==> config.mk <==
export PLATFORM = sky130hd
export DESIGN_NAME = obj_line_renderer
export DESIGN_NICKNAME = d
export VERILOG_FILES = /design/src/rtl/obj_render_pkg.sv /design/src/rtl/obj_line_scanner.sv /design/src/rtl/obj_line_renderer.sv
export SDC_FILE = /design/constraint.sdc
export NUM_CORES = 1
export LEC_CHECK = 0
export BUFFER_PORTS_ARGS = -buffer_cell sky130_fd_sc_hd__buf_2
export CAP_MARGIN = 10
export CORE_MARGIN = 3
export CORE_UTILIZATION = 61
export DETAILED_ROUTE_END_ITERATION = 12
export GPL_TIMING_DRIVEN = 0
export PLACE_DENSITY_LB_ADDON = 0.05
export SLEW_MARGIN = 20
export SYNTH_ARGS = -nofsm -noshare
export SYNTH_HDL_FRONTEND = slang
export SYNTH_SLANG_ARGS = --single-unit
==> constraint.sdc <==
create_clock -name clk -period 2.86 [get_ports clk]
set_input_delay 0.143 -clock clk [delete_from_list [all_inputs] [get_ports clk]]
set_output_delay 0.143 -clock clk [all_outputs]
set_load 0.1 [all_outputs]
==> src/rtl/obj_render_pkg.sv <==
// Shared definitions for the object line renderer: object entry layout,
// table geometry and the line scan state encoding.
package obj_render_pkg;

    localparam int OBJ_NUM   = 8;
    localparam int CELL_LOG2 = 5;
    localparam int ADDR_W    = 3;
    localparam int ENTRY_W   = 13;

    // Entry layout {ON, TILE, X, Y}; X and Y are in cell units.
    localparam int ON_BIT  = 12;
    localparam int TILE_HI = 11;
    localparam int TILE_LO = 9;
    localparam int X_HI    = 8;
    localparam int X_LO    = 4;
    localparam int Y_HI    = 3;
    localparam int Y_LO    = 0;

    typedef logic [ENTRY_W-1:0] obj_entry_t;

    typedef enum logic {
        IDLE = 1'b0,
        SCAN = 1'b1
    } scan_state_t;

    function automatic logic obj_on(input obj_entry_t e);
        return e[ON_BIT];
    endfunction

    function automatic logic [2:0] obj_tile(input obj_entry_t e);
        return e[TILE_HI:TILE_LO];
    endfunction

    function automatic logic [4:0] obj_x(input obj_entry_t e);
        return e[X_HI:X_LO];
    endfunction

    function automatic logic [3:0] obj_y(input obj_entry_t e);
        return e[Y_HI:Y_LO];
    endfunction

endpackage

==> src/rtl/obj_line_scanner.sv <==
// Per-line scanner: walks the shadow table one entry per cycle and builds the
// mask of objects whose cell row matches the latched line.
//
// state | meaning
// IDLE  | mask holds the result of the last completed (or cleared) scan
// SCAN  | visiting entry idx; mask bits at and above idx are still pending
module obj_line_scanner
    import obj_render_pkg::*;
(
    input  logic                        clk,
    input  logic                        reset_n,
    input  logic                        line_start,
    input  logic [9:0]                  line_y,
    input  obj_entry_t [OBJ_NUM-1:0]    shadow,
    output logic [OBJ_NUM-1:0]          line_mask,
    output logic [CELL_LOG2-1:0]        row_off,
    output logic                        busy
);

    scan_state_t     state;
    logic [ADDR_W-1:0] idx;
    logic [9:0]      row_y;

    assign row_off = row_y[CELL_LOG2-1:0];

    // Scan FSM: a line start always (re)starts from entry 0 with a clean mask;
    // rows at or beyond y=512 never match any object.
    always_ff @(posedge clk or negedge reset_n) begin
        if (!reset_n) begin
            state     <= IDLE;
            idx       <= '0;
            row_y     <= '0;
            line_mask <= '0;
            busy      <= 1'b0;
        end else if (line_start) begin
            state     <= SCAN;
            idx       <= '0;
            row_y     <= line_y;
            line_mask <= '0;
            busy      <= 1'b1;
        end else if (state == SCAN) begin
            line_mask[idx] <= obj_on(shadow[idx]) && !row_y[9]
                              && (obj_y(shadow[idx]) == row_y[CELL_LOG2 +: 4]);
            idx <= idx + 3'd1;
            if (idx == 3'(OBJ_NUM - 1)) begin
                state <= IDLE;
                busy  <= 1'b0;
            end
        end
    end

endmodule

==> src/rtl/obj_line_renderer.sv <==
// Object line renderer: double-buffered 8-entry object table committed on the
// falling edge of vertical sync, a per-line scanner, and a two-stage pixel
// path reporting the highest-priority (lowest index) object under each pixel.
// Optional macro OBJREND_OVERLAP_EN builds the multi-object overlap flag;
// without it oOverlap is tied low.
module obj_line_renderer #(
    parameter int OBJ_NUM   = obj_render_pkg::OBJ_NUM,
    parameter int CELL_LOG2 = obj_render_pkg::CELL_LOG2
) (
    input  logic        clk,
    input  logic        reset_n,
    input  logic        iVS,
    input  logic        iLineStart,
    input  logic [9:0]  iLineY,
    input  logic [9:0]  iX,
    input  logic        iDE,
    input  logic [2:0]  iObjRam_addr,
    input  logic [12:0] iObjRam_data,
    input  logic        iObjRam_we,
    output logic        oHit,
    output logic [2:0]  oTile,
    output logic [4:0]  oOffX,
    output logic [4:0]  oOffY,
    output logic        oOverlap,
    output logic        oBusy
);

    import obj_render_pkg::*;

    obj_entry_t [OBJ_NUM-1:0] working;
    obj_entry_t [OBJ_NUM-1:0] shadow;
    logic                     last_vs;
    logic                     commit;

    logic [OBJ_NUM-1:0]       line_mask;
    logic [CELL_LOG2-1:0]     row_off;

    logic [9:0]               x_s1;
    logic                     de_s1;
    logic [CELL_LOG2-1:0]     offy_s1;

    logic [OBJ_NUM-1:0]       cand;
    logic [2:0]               win_tile;

    assign commit = last_vs && !iVS;

    // Table update: a commit copies the pre-edge working table, so a write in
    // the same cycle only reaches the shadow at the following commit.
    always_ff @(posedge clk or negedge reset_n) begin
        if (!reset_n) begin
            working <= '0;
            shadow  <= '0;
            last_vs <= 1'b1;
        end else begin
            last_vs <= iVS;
            if (commit)
                shadow <= working;
            if (iObjRam_we)
                working[iObjRam_addr] <= iObjRam_data;
        end
    end

    obj_line_scanner u_scanner (
        .clk        (clk),
        .reset_n    (reset_n),
        .line_start (iLineStart),
        .line_y     (iLineY),
        .shadow     (shadow),
        .line_mask  (line_mask),
        .row_off    (row_off),
        .busy       (oBusy)
    );

    // Pixel stage 1: capture coordinate, enable and line offset together.
    always_ff @(posedge clk or negedge reset_n) begin
        if (!reset_n) begin
            x_s1    <= '0;
            de_s1   <= 1'b0;
            offy_s1 <= '0;
        end else begin
            x_s1    <= iX;
            de_s1   <= iDE;
            offy_s1 <= row_off;
        end
    end

    // Candidate compare and priority encode; scanning downward lets index 0 win.
    always_comb begin
        cand     = '0;
        win_tile = '0;
        for (int i = OBJ_NUM - 1; i >= 0; i--) begin
            cand[i] = line_mask[i] && (obj_x(shadow[i]) == x_s1[9:CELL_LOG2]);
            if (cand[i])
                win_tile = obj_tile(shadow[i]);
        end
    end

    // Pixel stage 2: registered hit, tile and in-cell offsets.
    always_ff @(posedge clk or negedge reset_n) begin
        if (!reset_n) begin
            oHit  <= 1'b0;
            oTile <= '0;
            oOffX <= '0;
            oOffY <= '0;
        end else begin
            oHit  <= de_s1 && (|cand);
            oTile <= (de_s1 && (|cand)) ? win_tile : 3'd0;
            oOffX <= x_s1[CELL_LOG2-1:0];
            oOffY <= offy_s1;
        end
    end

`ifdef OBJREND_OVERLAP_EN
    logic [3:0] cand_cnt;

    // Count candidates for the collision overlay.
    always_comb begin
        cand_cnt = '0;
        for (int i = 0; i < OBJ_NUM; i++)
            cand_cnt = cand_cnt + {3'b000, cand[i]};
    end

    // Overlap flag registered alongside oHit.
    always_ff @(posedge clk or negedge reset_n) begin
        if (!reset_n)
            oOverlap <= 1'b0;
        else
            oOverlap <= de_s1 && (cand_cnt > 4'd1);
    end
`else
    assign oOverlap = 1'b0;
`endif

endmodule

==> results.md <==
* Status: complete, no violations
* Leakage power at 5.47 nW
* Die Ht at 138 um
* TNS Setup at 0 ns
* P_int at 0.00760 W
* Port buffer count at 55
* CP Launch Type: register
* Worst endpoint required time at 3.28 ns
* Total GRT Usage at between 20% and 30%
* Fin. Hold Viols at 0
* Final Skew at 0.0121 ns
* Hold path startpoint: iObjRam_data[7]
* Top_reg_cell synth: dfrtp_1
* Initial Util at 63.2%
* Final worst slack at ~0.27 ns
* Hold crit path type: input port to register
* Syn_nets at 760
* Commonest non-fill, non-tap cell in the layout: dfrtp_1
* Residual DRC at 0
* Root buffer cell: clkbuf_16
* Register bit total from synthesis at 262
* CTS Buffer Depth at 3
* Clock share of power at 35.0%
* Final nets at 873
* Initial drt markers at about 380
* HPWL after detailed placement at 15.2 mm
* Setup Viol. Count Final at 0
* Post-synth EDFFs at 0
* Fmax at 386 MHz
* Die Footprint at 19,100 um2
* Setup CP Type: register to register
* Most frequent cells in the layout: dfrtp_1, mux2_2, buf_2
* Cell Chain, Critical Path: buf_4 > xor2_1 > nor4_1 > o2111ai_1 > a311oi_1 > o211ai_1 > a211oi_1
* Maxcap violations at 0
* GPL Wtd Cong at a little over 0.8
* CTS tree: built
* Unique cell type count in the Yosys netlist at 55
* CP Capture Type: register
* Final period utilization at 90.7%
* Clk Latency, worst-skew pair at 0.52 ns
* Vias at 6,281
* P_sw at 0.00253 W
* Antenna cells at 0
* Setup WS pre-CTS at 0.269 ns
* Critical Path Fanout Max at 9
* Logic pwr share at between 10% and 20%
* Core area at around 17,000 um2
* DR vias/cell at 5.88
* Post_cts resized at 0
* Final Util at around three quarters
* Clk slew on worst S/H paths at 0.06 ns
* Slew Limit Fails at 0
* GRT overflow at 0
* Synth Cell Area at 10,600 um2
* Die Width at 138 um
* Pwr dens at 814 nW/um2
* Vias in the first global route at 6,757
* CTS Buf Count at 26
* FFs w/ async S/R, synth at 100%
* Ports at 58
* CTS sink cnt at 262
* First-pass GRT wire length at 37.1 mm
* Initial antenna violation count at 0
* CP arrival at 3.01 ns
* ANT nets after route at 0
* Layout cells sized above 1 at between 30% and 40%
* DRT Pass-1 Iters at 4
* Hold EP: working[59]
* CP peak stage delay at 0.80 ns
* Hold depth at 2
* RR Startpoint: x_s1[7]
* H-tree levels at 1
* Worst path slowest cell: nor4_1
* Worst VDD drop at ~0.00065 V
* R2R Path End: oTile[2]
* Slew HR at between 30% and 40%
* RSZ-0062 raised after global routing: no
* Row count at 47
* Synth-to-layout area growth at 17.0%
* YS warnings at 0
* Gate Count Post-Synth at roughly 720
* Syn Area/Cell at 14.9 um2
* WL final at 23.2 mm
* Final critical-path required period at around 2.6 ns
* Sequential element share of the synthesized area at 61.7%
* Worst reg2reg path depth at 7
* Largest net degree at the start of global routing at 109
* Seq pwr share at about half
* Sw Share at between 20% and 30%
* R2R setup slack at 0.27 ns
* Worst-Margin Slew at between 1 and 1.5 ns
* WL/cell at 21.7 um
==> worst max-delay path: cells and delay by family (launching register included) <==
kind | cells | cell delay (ns)
compound gates | 4 | 0.98
xor+xnor | 1 | 0.17
buf+inv | 1 | 0.19
flops | 1 | 0.36
simple gates | 1 | 0.80
==> power by group through the flow <==
stage | Clock [W] | Combinational, W | Sequential [W]
2_1_floorplan | 0 | 0.00114 | 0.00496
3_3_place_gp | 0 | 0.00149 | 0.00497
3_5_place_dp | 0 | 0.00159 | 0.00503
4_1_cts | 0.00361 | 0.00163 | 0.00497
5_1_grt | 0.00378 | 0.00176 | 0.00507
6_report | 0.00354 | 0.00161 | 0.00497
==> cell type report <==
type                       count  area [um2]
fill                        1114        4380
buffer                        35         174
sequential                   262        6560
inverter                      13        48.8
clock buffer                  40         795
clock inverter                 8         118
timing repair buffer          85         621
multi-input combinational    406        3850
tap                          220         275
==> flip-flops by register name, summed over array words and instances (netlist names), 3 cells and up <==
| register | cells |
|---|---|
| offy_s1 | 5 |
| u_scanner.line_mask | 8 |
| oOffY | 5 |
| u_scanner.row_y | 10 |
| oTile | 3 |
| u_scanner.idx | 3 |
| working | 104 |
| x_s1 | 10 |
| oOffX | 5 |
| shadow | 104 |
==> kinds of logic (layout without fill, tap and decap cells) <==
family                     after synthesis  after routing  synth area share, %
AOI/OAI and AO/OA                       51             51                 3.29
xor gates and xnor gates                40             40                 3.29
adders and majority gates                2              2                0.235
buffers and inverters                   48            181                 2.09
DFF                                    262            262                 61.7
muxes                                  229            229                 24.9
other                                    1              1               0.0353
and+or+nand+nor                         83             83                 4.49
==> per-stage QoR <==
stage / hold WS (ns) / cells / total power, W / instance area [um2]
final: 0.0172 / 1069 / 0.0101 / 12400
after global routing: 0.0100 / 1069 / 0.0106 / 12400
after CTS: 0.00692 / 1069 / 0.0102 / 12400
after detailed placement: 0.0796 / 993 / 0.00662 / 11300
after global placement: 0.251 / 991 / 0.00646 / 11200
after floorplan: -0.153 / 716 / 0.00609 / 10600
==> how the worst max path moves through the flow <==
stage	startpoint	to	slack (ns)	cells after the start
3_5_place_dp	x_s1[7]	oTile[2]	0.27	7
5_1_grt	x_s1[7]	oTile[2]	0.07	7
2_1_floorplan	x_s1[6]	oTile[0]	0.88	7
4_1_cts	x_s1[7]	oTile[2]	0.24	7
3_3_place_gp	reset_n	working[52]	-2.61	1
6_report	x_s1[7]	oTile[2]	0.27	7
==> layer usage <==
layer	up-vias	track usage [%]	part of all wire, %
met5	-	0	0
met3	38	4.32	4.4
met4	0	5.46	2.0
met2	173	41.8	50
li1	2788	-	-
met1	3282	33.7	43
==> cells in the mapped netlist, types with 2 or more instances <==
cell type	n	area, um2
nand4b_1	3	26.3
o21ai_1	8	40.0
nand2b_1	7	43.8
or3_1	2	12.5
xnor2_1	18	158
nor4_1	6	37.5
a221oi_1	2	17.5
o21ai_0	12	60.1
nand4_1	4	25.0
mux2i_1	11	110
a311o_1	2	20.0
buf_4	4	30.0
xor2_1	22	193
o211ai_1	9	67.6
mux2_2	211	2380
inv_1	12	45.0
and3_1	4	25.0
nor2_1	7	26.3
o2111ai_1	3	26.3
a21oi_1	2	10.0
nor3b_1	4	30.0
nand2_1	26	97.6
a211oi_1	3	22.5
mux4_2	6	135
or2_2	3	18.8
buf_6	3	33.8
nand3_1	2	10.0
clkbuf_1	21	78.8
a31oi_1	2	12.5
buf_2	4	20.0
ha_1	2	25.0
nor2b_1	3	18.8
dfrtp_1	261	6530
buf_1	3	11.3
nor3_1	4	20.0
==> what timing repair did <==
| item | in CTS | in global routing |
|---|---|---|
| setup buffers | 0 | 0 |
| hold buffers | 28 | 0 |
| endpoints found under the hold margin | 113 | 0 |
Power figures use the tool's default switching activity.
